## src/rtl/bus_decoder_if.sv

```systemverilog
// -----------------------------------------------------------------------------
// bus_decoder_if
// Bundles the CPU data-port request/response signals together with the
// decoded slave strobes and the packed slave read-data return path.
//
//   m_addr   CPU address                      (CPU -> decoder)
//   m_wdata  CPU write data                   (CPU -> decoder)
//   m_we     CPU write request                (CPU -> decoder)
//   m_re     CPU read request                 (CPU -> decoder)
//   m_rdata  read data returned to the CPU    (decoder -> CPU)
//   m_ready  transaction completes this cycle (decoder -> CPU)
//   s_wdata  write data broadcast to slaves   (decoder -> slaves)
//   s_we     one-hot slave write strobes      (decoder -> slaves)
//   s_re     one-hot slave read strobes       (decoder -> slaves)
//   s_rdata  packed slave read data           (slaves -> decoder)
//
// modport master : the CPU plus slave side that surrounds the decoder
// modport slave  : the decoder itself
// -----------------------------------------------------------------------------
interface bus_decoder_if #(
    parameter int NUM_REGIONS = 4,
    parameter int ADDR_W      = 16,
    parameter int DATA_W      = 8
);
    logic [ADDR_W-1:0]             m_addr;
    logic [DATA_W-1:0]             m_wdata;
    logic                          m_we;
    logic                          m_re;
    logic [DATA_W-1:0]             m_rdata;
    logic                          m_ready;
    logic [DATA_W-1:0]             s_wdata;
    logic [NUM_REGIONS-1:0]        s_we;
    logic [NUM_REGIONS-1:0]        s_re;
    logic [NUM_REGIONS*DATA_W-1:0] s_rdata;

    modport master (
        output m_addr, m_wdata, m_we, m_re, s_rdata,
        input  m_rdata, m_ready, s_wdata, s_we, s_re
    );

    modport slave (
        input  m_addr, m_wdata, m_we, m_re, s_rdata,
        output m_rdata, m_ready, s_wdata, s_we, s_re
    );
endinterface

```

## src/rtl/bus_decoder.sv

```systemverilog
// -----------------------------------------------------------------------------
// bus_decoder
// Data-bus address decoder and read-return router. Decodes the CPU address
// into NUM_REGIONS configurable windows, issues one-cycle slave strobes,
// inserts per-region wait states, rejects writes to read-only windows, steers
// the one-cycle-latency slave read data back to the CPU and keeps a sticky
// bus-error flag with the address of the first fault.
//
// Ports:
//   clk       system clock, all state on the rising edge
//   rst       synchronous active-high reset
//   bus       bus_decoder_if.slave (CPU request/response + slave strobes/data)
//   err       sticky bus error
//   err_addr  address of the first error since the last clear
//   err_clr   clears err and err_addr (a simultaneous new error wins)
// -----------------------------------------------------------------------------
module bus_decoder #(
    parameter int NUM_REGIONS = 4,
    parameter int ADDR_W      = 16,
    parameter int DATA_W      = 8,
    parameter logic [NUM_REGIONS*ADDR_W-1:0] REGION_BASE  = {16'h3000, 16'h2000, 16'h1000, 16'h0000},
    parameter logic [NUM_REGIONS*ADDR_W-1:0] REGION_LIMIT = {16'h30FF, 16'h2960, 16'h10FF, 16'h07FF},
    parameter logic [NUM_REGIONS*2-1:0]      REGION_WAIT  = {2'd2, 2'd0, 2'd0, 2'd0},
    parameter logic [NUM_REGIONS-1:0]        REGION_RO    = 4'b0000
) (
    input  logic              clk,
    input  logic              rst,
    bus_decoder_if.slave      bus,
    output logic              err,
    output logic [ADDR_W-1:0] err_addr,
    input  logic              err_clr
);

    localparam int IDX_W = (NUM_REGIONS > 1) ? $clog2(NUM_REGIONS) : 1;

    // The accept cycle is the IDLE cycle in which a request is present; only
    // multi-cycle accesses leave IDLE.
    typedef enum logic [0:0] {
        ST_IDLE = 1'b0,
        ST_WAIT = 1'b1
    } state_t;

    state_t              state_q, state_d;
    logic [1:0]          cnt_q, cnt_d;
    logic [IDX_W-1:0]    rd_sel_q, rd_sel_d;
    logic                rd_valid_q, rd_valid_d;
    logic                rd_fresh_q, rd_fresh_d;
    logic [DATA_W-1:0]   hold_q, hold_d;
    logic                err_q, err_d;
    logic [ADDR_W-1:0]   err_addr_q, err_addr_d;

    logic                   hit_s;
    logic [IDX_W-1:0]       hit_idx_s;
    logic [NUM_REGIONS-1:0] hit_onehot_s;
    logic [1:0]             hit_wait_s;
    logic                   hit_ro_s;
    logic                   req_s;
    logic                   bus_err_s;
    logic                   accept_s;
    logic [NUM_REGIONS-1:0] s_we_s;
    logic [NUM_REGIONS-1:0] s_re_s;
    logic                   m_ready_s;
    logic [DATA_W-1:0]      sel_rdata_s;
    logic [DATA_W-1:0]      m_rdata_s;

    // Window decode: scanning from the top index down lets the lowest matching
    // index overwrite higher ones, so overlaps resolve to the lowest window.
    always_comb begin
        hit_s        = 1'b0;
        hit_idx_s    = {IDX_W{1'b0}};
        hit_onehot_s = {NUM_REGIONS{1'b0}};
        hit_wait_s   = 2'd0;
        hit_ro_s     = 1'b0;
        for (int i = NUM_REGIONS - 1; i >= 0; i--) begin
            if ((bus.m_addr >= REGION_BASE[i*ADDR_W +: ADDR_W]) &&
                (bus.m_addr <= REGION_LIMIT[i*ADDR_W +: ADDR_W])) begin
                hit_s        = 1'b1;
                hit_idx_s    = IDX_W'(i);
                hit_onehot_s = {NUM_REGIONS{1'b0}};
                hit_onehot_s[i] = 1'b1;
                hit_wait_s   = REGION_WAIT[i*2 +: 2];
                hit_ro_s     = REGION_RO[i];
            end else begin
                hit_s        = hit_s;
            end
        end
    end

    // Request classification: a miss, a simultaneous read+write, or a write to
    // a read-only window completes at once without touching any slave.
    always_comb begin
        req_s     = bus.m_we | bus.m_re;
        bus_err_s = req_s & (~hit_s | (bus.m_we & bus.m_re) | (bus.m_we & hit_ro_s));
    end

    // FSM next state, strobes and handshake.
    always_comb begin
        state_d   = state_q;
        cnt_d     = cnt_q;
        s_we_s    = {NUM_REGIONS{1'b0}};
        s_re_s    = {NUM_REGIONS{1'b0}};
        m_ready_s = 1'b0;
        accept_s  = 1'b0;
        case (state_q)
            ST_IDLE: begin
                if (req_s) begin
                    accept_s = 1'b1;
                    if (bus_err_s) begin
                        m_ready_s = 1'b1;
                    end else begin
                        if (bus.m_we) begin
                            s_we_s = hit_onehot_s;
                        end else begin
                            s_re_s = hit_onehot_s;
                        end
                        if (hit_wait_s == 2'd0) begin
                            m_ready_s = 1'b1;
                        end else begin
                            state_d = ST_WAIT;
                            cnt_d   = hit_wait_s - 2'd1;
                        end
                    end
                end else begin
                    m_ready_s = 1'b0;
                end
            end
            ST_WAIT: begin
                // Request inputs are deliberately not looked at here.
                if (cnt_q == 2'd0) begin
                    m_ready_s = 1'b1;
                    state_d   = ST_IDLE;
                end else begin
                    cnt_d = cnt_q - 2'd1;
                end
            end
            default: begin
                state_d = ST_IDLE;
                cnt_d   = 2'd0;
            end
        endcase
    end

    // Pick the slave lane recorded at the last read accept.
    always_comb begin
        sel_rdata_s = {DATA_W{1'b0}};
        for (int i = 0; i < NUM_REGIONS; i++) begin
            if (rd_sel_q == IDX_W'(i)) begin
                sel_rdata_s = bus.s_rdata[i*DATA_W +: DATA_W];
            end else begin
                sel_rdata_s = sel_rdata_s;
            end
        end
    end

    // Read return: the slave lane is live in the cycle after the accept (slaves
    // answer one cycle after their strobe); afterwards the captured copy is
    // shown so data stays stable through any wait states and beyond.
    always_comb begin
        if (rd_fresh_q) begin
            m_rdata_s = rd_valid_q ? sel_rdata_s : {DATA_W{1'b0}};
        end else begin
            m_rdata_s = hold_q;
        end
    end

    // Read-steering and error-latch next state.
    always_comb begin
        rd_sel_d   = rd_sel_q;
        rd_valid_d = rd_valid_q;
        rd_fresh_d = 1'b0;
        hold_d     = hold_q;
        err_d      = err_q;
        err_addr_d = err_addr_q;

        if (rd_fresh_q) begin
            hold_d = m_rdata_s;
        end else begin
            hold_d = hold_q;
        end

        if (accept_s && bus.m_re) begin
            rd_fresh_d = 1'b1;
            rd_valid_d = ~bus_err_s;
            rd_sel_d   = bus_err_s ? rd_sel_q : hit_idx_s;
        end else begin
            rd_fresh_d = 1'b0;
        end

        // A new error outranks a clear issued in the same cycle.
        if (accept_s && bus_err_s) begin
            err_d      = 1'b1;
            err_addr_d = (!err_q || err_clr) ? bus.m_addr : err_addr_q;
        end else if (err_clr) begin
            err_d      = 1'b0;
            err_addr_d = {ADDR_W{1'b0}};
        end else begin
            err_d      = err_q;
            err_addr_d = err_addr_q;
        end
    end

    // State registers with synchronous reset.
    always_ff @(posedge clk) begin
        if (rst) begin
            state_q    <= ST_IDLE;
            cnt_q      <= 2'd0;
            rd_sel_q   <= {IDX_W{1'b0}};
            rd_valid_q <= 1'b0;
            rd_fresh_q <= 1'b0;
            hold_q     <= {DATA_W{1'b0}};
            err_q      <= 1'b0;
            err_addr_q <= {ADDR_W{1'b0}};
        end else begin
            state_q    <= state_d;
            cnt_q      <= cnt_d;
            rd_sel_q   <= rd_sel_d;
            rd_valid_q <= rd_valid_d;
            rd_fresh_q <= rd_fresh_d;
            hold_q     <= hold_d;
            err_q      <= err_d;
            err_addr_q <= err_addr_d;
        end
    end

    // While in reset no slave may be strobed and the master is released.
    always_comb begin
        bus.s_we    = rst ? {NUM_REGIONS{1'b0}} : s_we_s;
        bus.s_re    = rst ? {NUM_REGIONS{1'b0}} : s_re_s;
        bus.m_ready = rst | m_ready_s;
        bus.s_wdata = bus.m_wdata;
        bus.m_rdata = m_rdata_s;
        err         = err_q;
        err_addr    = err_addr_q;
    end

endmodule

```

## src/flat_wrapper.sv

```systemverilog
// flat-port wrapper written by rule: the top's interface ports become plain ports
module bus_decoder_flat 
#(
    parameter int NUM_REGIONS = 4,
    parameter int ADDR_W      = 16,
    parameter int DATA_W      = 8,
    parameter logic [NUM_REGIONS*ADDR_W-1:0] REGION_BASE  = {16'h3000, 16'h2000, 16'h1000, 16'h0000},
    parameter logic [NUM_REGIONS*ADDR_W-1:0] REGION_LIMIT = {16'h30FF, 16'h2960, 16'h10FF, 16'h07FF},
    parameter logic [NUM_REGIONS*2-1:0]      REGION_WAIT  = {2'd2, 2'd0, 2'd0, 2'd0},
    parameter logic [NUM_REGIONS-1:0]        REGION_RO    = 4'b0000
)
  (clk, rst, err, err_addr, err_clr, bus_m_addr, bus_m_wdata, bus_m_we, bus_m_re, bus_s_rdata, bus_m_rdata, bus_m_ready, bus_s_wdata, bus_s_we, bus_s_re);
  bus_decoder_if #(.NUM_REGIONS(NUM_REGIONS), .ADDR_W(ADDR_W), .DATA_W(DATA_W)) bus_i ();
  input  logic clk;
  input  logic rst;
  output logic err;
  output logic [ADDR_W-1:0] err_addr;
  input  logic err_clr;
  input wire logic [$bits(bus_i.m_addr)-1:0] bus_m_addr;
  input wire logic [$bits(bus_i.m_wdata)-1:0] bus_m_wdata;
  input wire logic [$bits(bus_i.m_we)-1:0] bus_m_we;
  input wire logic [$bits(bus_i.m_re)-1:0] bus_m_re;
  input wire logic [$bits(bus_i.s_rdata)-1:0] bus_s_rdata;
  output wire logic [$bits(bus_i.m_rdata)-1:0] bus_m_rdata;
  output wire logic [$bits(bus_i.m_ready)-1:0] bus_m_ready;
  output wire logic [$bits(bus_i.s_wdata)-1:0] bus_s_wdata;
  output wire logic [$bits(bus_i.s_we)-1:0] bus_s_we;
  output wire logic [$bits(bus_i.s_re)-1:0] bus_s_re;
  assign bus_i.m_addr = bus_m_addr;
  assign bus_i.m_wdata = bus_m_wdata;
  assign bus_i.m_we = bus_m_we;
  assign bus_i.m_re = bus_m_re;
  assign bus_i.s_rdata = bus_s_rdata;
  assign bus_m_rdata = bus_i.m_rdata;
  assign bus_m_ready = bus_i.m_ready;
  assign bus_s_wdata = bus_i.s_wdata;
  assign bus_s_we = bus_i.s_we;
  assign bus_s_re = bus_i.s_re;
  bus_decoder #(.NUM_REGIONS(NUM_REGIONS), .ADDR_W(ADDR_W), .DATA_W(DATA_W), .REGION_BASE(REGION_BASE), .REGION_LIMIT(REGION_LIMIT), .REGION_WAIT(REGION_WAIT), .REGION_RO(REGION_RO)) u_core (.clk(clk), .rst(rst), .bus(bus_i), .err(err), .err_addr(err_addr), .err_clr(err_clr));
endmodule
```

## config.mk

```make
export PLATFORM = sky130hd
export DESIGN_NAME = bus_decoder_flat
export DESIGN_NICKNAME = d
export VERILOG_FILES = /design/src/rtl/bus_decoder_if.sv /design/src/rtl/bus_decoder.sv /design/src/flat_wrapper.sv
export SDC_FILE = /design/constraint.sdc
export NUM_CORES = 1
export LEC_CHECK = 0
export ABC_AREA = 1
export BUFFER_PORTS_ARGS = -buffer_cell sky130_fd_sc_hd__buf_2
export CAP_MARGIN = 40
export CORE_ASPECT_RATIO = 1.4
export CORE_MARGIN = 2
export CORE_UTILIZATION = 40
export DETAILED_ROUTE_END_ITERATION = 6
export PLACE_DENSITY = 0.75
export SETUP_SLACK_MARGIN = 0.05
export SLEW_MARGIN = 0
export SYNTH_ARGS = -nofsm -noshare
export SYNTH_HDL_FRONTEND = slang
export SYNTH_SLANG_ARGS = --single-unit
```

## constraint.sdc

```tcl
create_clock -name clk -period 1.3 [get_ports clk]
set_input_delay 0.065 -clock clk [delete_from_list [all_inputs] [get_ports clk]]
set_output_delay 0.065 -clock clk [all_outputs]
set_load 0.01 [all_outputs]
```

### Word level (Yosys, flattened, before mapping)

Index checks and enable logic that the tools add are counted.

| word-level totals | value |
|---|---|
| register bits after elaboration | 32 |
| bits in latches | 0 |
| bits in writable memories | 0 |
| memory bits (read-only) | 0 |
| input bits | 61 |
| output and inout bits | 42 |
| logic and storage cells | 104 |
| memories kept | 0 |

| cells by class | value |
|---|---|
| add/subtract/negate cells | 2 |
| multiply operators | 0 |
| div/mod/pow operators | 0 |
| order comparisons | 8 |
| eq/ne operators | 8 |
| shift-type cells | 0 |
| mux-type cells | 55 |
| bitwise logic cells | 8 |
| reduce and logical (&&, ||, !) cells | 15 |

Operator list:

| kind | number |
|---|---|
| 4-bit two-way mux | 14 |
| 16-bit two-way mux | 3 |
| 8-bit two-way mux | 6 |
| 16-bit by 14-bit >= comparator with 1-bit output, second input constant | 2 |
| 16-bit by 14-bit <= comparator with 1-bit output, second input constant | 2 |
| 2-bit two-way mux | 12 |
| 1-bit two-way mux | 17 |
| 16-bit by 1-bit >= comparator with 1-bit output, second input constant | 1 |
| 16-bit by 13-bit >= comparator with 1-bit output, second input constant | 1 |
| 16-bit by 11-bit <= comparator with 1-bit output, second input constant | 1 |
| 16-bit by 13-bit <= comparator with 1-bit output, second input constant | 1 |
| 2-bit inequality test, second input constant | 4 |
| 1-bit logical AND | 6 |
| 2-bit zero test | 3 |
| 2-bit equality test, second input constant | 2 |
| 1-bit one-hot mux with 2 select lines | 2 |
| 2-bit one-hot mux with 2 select lines | 1 |
| 2-bit AND reduction | 2 |
| 4-bit AND reduction | 1 |
| 2-bit by 1-bit subtractor with 2-bit output, second input constant | 2 |
| 1-bit inverter | 3 |
| 1-bit OR | 3 |
| 1-bit bitwise AND | 2 |
| 2-bit by 1-bit equality test with 1-bit output, second input constant | 1 |
| other kinds (4) | 4 |

### Logic depth before layout (Yosys ltp)

| depth | value |
|---|---|
| word-level depth | 13 |
| depth in mapped cells | 15 |
| depth with buffers taken out | 14 |

### Worst setup path before layout

OpenSTA, ideal clock, no wires.

| timing path | value |
|---|---|
| path type | input -> register |
| start | input bus_m_addr[14] |
| end | register u_core.err_addr_q[15] (netlist: u_core.err_addr[15]) |
| setup time | 135 ps |
| arrival | 1187 ps |
| data required time | 1165 ps |
| setup slack | -22 ps |
| stages on the path | 15 |
| buffers on the path | 1 |
| cells stage by stage | inv_1 nand2_2 nor2_2 inv_2 nand2_1 nand2_1 nand2_1 nand2_2 nand3_4 nand2_4 nand2_2 nand2_4 buf_4 nand3_1 a21oi_2 |

| on the way | value |
|---|---|
| cells in the longest elaborated chain, start to end | 12 |
| elaborated cells on any way between the ends | 24 |
| those cells by class | 8 x order compare; 1 x eq/ne; 5 x mux; 3 x bitwise; 7 x reduce/logical |

RTL lines:

| what | RTL line | source |
|---|---|---|
| start: declaration | flat_wrapper.sv:19 | `input wire logic [$bits(bus_i.m_addr)-1:0] bus_m_addr;` |
| 16-bit by 14-bit >= comparator with 1-bit output / 16-bit by 14-bit <= comparator with 1-bit output (equally long branches) | bus_decoder.sv:75, bus_decoder.sv:76 |  |
| 1-bit logical AND | bus_decoder.sv:75 | `if ((bus.m_addr >= REGION_BASE[i*ADDR_W +: ADDR_W]) &&` |
| 1-bit two-way mux (3 in series) | bus_decoder.sv:75 |  |
| 1-bit two-way mux * | bus_decoder.sv:75 |  |
| 1-bit inverter * | bus_decoder.sv:93 | `bus_err_s = req_s & (~hit_s \| (bus.m_we & bus.m_re) \| (bus.m_we & hit_ro_s));` |
| 1-bit OR * | bus_decoder.sv:93 |  |
| 1-bit bitwise AND * | bus_decoder.sv:93 |  |
| 1-bit logical AND * | bus_decoder.sv:190 | `if (accept_s && bus_err_s) begin` |
| 2-bit inequality test (no line) / 2-bit nonzero test (equally long branches) | - |  |
| 2-bit AND reduction (no line) | - |  |
| end signal: assignment | bus_decoder.sv:212 | `err_addr_q <= {ADDR_W{1'b0}};` |
| end signal: assignment | bus_decoder.sv:221 | `err_addr_q <= err_addr_d;` |
| end: declaration | bus_decoder.sv:50 | `logic [ADDR_W-1:0] err_addr_q, err_addr_d;` |

Mark *: on every way between the ends. The rest lies on a longest branch, timed or not.
A chain may end at the register's enable or synchronous reset.

### Worst setup path after layout

| timing path | value |
|---|---|
| start | register u_core.rd_sel_q[0] |
| end | output bus_m_rdata[5] |

| on the way | value |
|---|---|
| cells in the longest elaborated chain, start to end | 7 |
| elaborated cells on any way between the ends | 10 |
| those cells by class | 3 x eq/ne; 6 x mux; 1 x reduce/logical |

RTL lines:

| what | RTL line | source |
|---|---|---|
| start: declaration | bus_decoder.sv:45 | `logic [IDX_W-1:0] rd_sel_q, rd_sel_d;` |
| start signal: assignment | bus_decoder.sv:207 | `rd_sel_q <= {IDX_W{1'b0}};` |
| start signal: assignment | bus_decoder.sv:216 | `rd_sel_q <= rd_sel_d;` |
| 2-bit zero test | bus_decoder.sv:147 | `if (rd_sel_q == IDX_W'(i)) begin` |
| 8-bit two-way mux (3 in series) | bus_decoder.sv:147 |  |
| 8-bit two-way mux * | bus_decoder.sv:147 |  |
| 8-bit two-way mux * | bus_decoder.sv:160 | `m_rdata_s = rd_valid_q ? sel_rdata_s : {DATA_W{1'b0}};` |
| 8-bit two-way mux * | bus_decoder.sv:159 | `if (rd_fresh_q) begin` |
| end: declaration | flat_wrapper.sv:24 | `output wire logic [$bits(bus_i.m_rdata)-1:0] bus_m_rdata;` |

Marks and branches as above.

==> impl_metrics.yaml <==
logic_synthesis:
  ys_ff_latch: 32
  syn_area_um2: 1810
  synth_cell_types: 25
  synth.avg_cell_area_um2: 6.77
  synth_cells: 267
  synth-seq-area-share_pct: 35.5
  yosys_warnings: 0
  syn_nets: 328
final_layout:
  layout.nets: 465
  n_antenna_cell: 0
  areaGrowthSynthToFinish_pct: 91.8
  stdcell_count: 465
  drive_above_1_share_pct: 63.5
  layout_common_cells: "76 x buf_2, 46 x buf_4, 44 x nand2_1"
  final_common_cell: "buf_2"
  nFillCells: 268
die:
  die-area_um2: 5080
  rows: 28
  core_um2: 4270
  ios: 103
  die_x_um: 60.8
  initial_core_util_pct: 42.3
  die_h_um: 83.5
clock_tree:
  clkTransAtPathRegs_ns: 0.07
  cts_root_buffer: "clkbuf_8"
  ctsHoldBuffers: 0
  cts_sinks: 32
  h-tree-depth: 2
  cts_tree: "yes"
  clk_latency_ns: 0.29
  cts_inserted_buffers: 5
  cts_buffer_depth: 2
critical_path:
  critPathArrivalTime_ns: 1.57
  regToRegSetupSlack_ns: -0.19
  reg2reg_depth: 9
  worst_setup_path_start_kind: "flop"
  crit_required_ns: 1.24
  critical_path_class: "reg -> out"
  critical_path.endpoint: "bus_m_rdata[5]"
  rr_startpoint: "u_core.rd_sel_q[1]"
  r2r-end: "u_core.hold_q[2]"
  endpoint_kind: "primary output"
  cp-startpoint: "u_core.rd_sel_q[0]"
  path_max_fanout: 5
detailed_routing:
  dr.pass1.iters: 4
  dr_total_vias: 2441
  wl_per_cell_um: 15.7
  wirelength_mm: 7.31
  dr.first_iter.drc_count: 149
  routed_via_density: 5.25
  drc_errors: 0
  ant_nets: 0
sta:
  finalCriticalPeriod_ns: 1.64
  max_freq_mhz: 610
  drv_slew: 0
  slew_headroom_pct: 71.1
  holdWs_ns: 0.0394
  hold_viol_final: 0
  setup_slack_ns: -0.338
  post-route-period-util_pct: 126
  finalSetupViolCount: 36
  skew_ns: 0.00613
  worst_pin_slew_ns: 0.434
  rsz0062_at_grt: "true"
placement:
  place_ws_ns: -0.196
  gp_congestion: 0.825
  numPortBuffers: 86
  hpwl_mm: 4.02
  dp_cells: 435
global_route:
  grt_pass1_wl_mm: 9.60
  grtUsageTotal_pct: 24.4
  grt_max_degree: 30
  antenna_found_initial: 0
  overflow: 0
  grt_pass1_vias: 2220
worst_hold_path:
  hold_class: "in -> reg"
run_status:
  violations: "setup timing"
  status: "finished, violations left"
pwr:
  p_total_mw: 2.85
  p_leak_nw: 1.62
  vdd_drop_max_mv: 0.889
  p_per_area_nw_per_um2: 822
job:
  drv_cap: 0
cells by family (layout without fill, tap and decap cells):
group	Yosys count	after routing	synth area share, %
buf+inv	40	178	10.7
flops	32	32	35.5
compound gates	59	59	20.4
simple gates	136	136	33.4
final cells by class:
type	instances	area (um^2)	share of cell area (%)
clock buffer	5	68.8	1.99
timing repair buffer	145	1070	30.8
inverter	25	144	4.15
sequential	32	649	18.7
multi-input combinational	195	1420	41.0
tap	60	75.1	2.17
clock inverter	3	42.5	1.23
state kept, by name (all words and copies together) (netlist names):
register	cells
u_core.rd_valid_q	1
u_core.err	1
u_core.rd_fresh_q	1
u_core.rd_sel_q	2
u_core.hold_q	8
u_core.state_q	1
u_core.cnt_q	2
u_core.err_addr	16
critical path: stages, from the launching register on:
cell and delay [ns]:
dfxtp_4 0.36, buf_6 0.12, nor2_4 0.13, buf_6 0.16
a221oi_2 0.04, o21ai_1 0.12, o211ai_1 0.12, nand2_1 0.11
buf_2 0.13
how the worst min path moves through the flow:
stage,startpoint,to,slack [ns],cells past startpoint
2_1_floorplan,bus_m_re,bus_s_we[0],0.18,1
3_3_place_gp,bus_m_wdata[6],bus_s_wdata[6],0.13,0
3_5_place_dp,bus_m_wdata[6],bus_s_wdata[6],0.13,0
4_1_cts,bus_m_addr[9],u_core.err_addr[9],0.03,3
5_1_grt,bus_m_addr[10],u_core.err_addr[10],0.04,3
6_report,bus_m_addr[9],u_core.err_addr[9],0.04,3
Yosys cell counts:
master,number,area [um^2]
o211ai_1,6,45.0
nor2_2,2,12.5
nor3_1,1,5.00
dfxtp_1,32,641
a21oi_1,25,125
nand3_4,2,35.0
buf_4,9,67.6
nor2_1,36,135
clkinv_2,1,5.00
o31ai_1,1,7.51
nand2_1,63,236
clkbuf_1,4,15.0
inv_1,20,75.1
nand3_1,25,125
o311ai_0,1,8.76
a221oi_1,5,43.8
inv_2,4,15.0
o21ai_0,12,60.1
o221ai_1,2,17.5
buf_2,1,5.00
nor4_1,1,6.26
nand2_4,2,22.5
buf_6,1,11.3
nand2_2,4,25.0
a21oi_2,7,61.3
layer usage:
| metal | up-vias | GRT usage [%] | wire length (um) |
|---|---|---|---|
| met1 | 1146 | 24.9 | 2470 |
| li1 | 1154 | - | - |
| met2 | 111 | 45.7 | 4060 |
| met4 | 0 | 9.49 | 326 |
| met5 | - | 0 | 0 |
| met3 | 30 | 4.81 | 444 |
timing repair:
item                                    CTS  global route
setup buffers                            17            10
pin swaps                                31            33
endpoints found under the setup margin   24            47
gates cloned                              1             1
hold endpoints to repair                  0             0
resized for setup                        80            64
through the flow:
stage	setup TNS (ns)	util, %	cell area [um^2]
after floorplan	0	-	1890
after global placement	-4.05	60.9	2600
after detailed placement	-4.77	60.9	2600
after CTS	-2.15	73.0	3120
after global routing	-6.61	81.1	3470
final	-3.86	81.1	3470
power breakdown:
group / internal (mW) / switching (mW) / total [mW]
registers: 1.03 / 0.0372 / 1.06
clock network: 0.567 / 0.399 / 0.966
logic: 0.380 / 0.440 / 0.820
total: 1.97 / 0.877 / 2.85
Note: power is estimated with default switching activity, not from simulation.
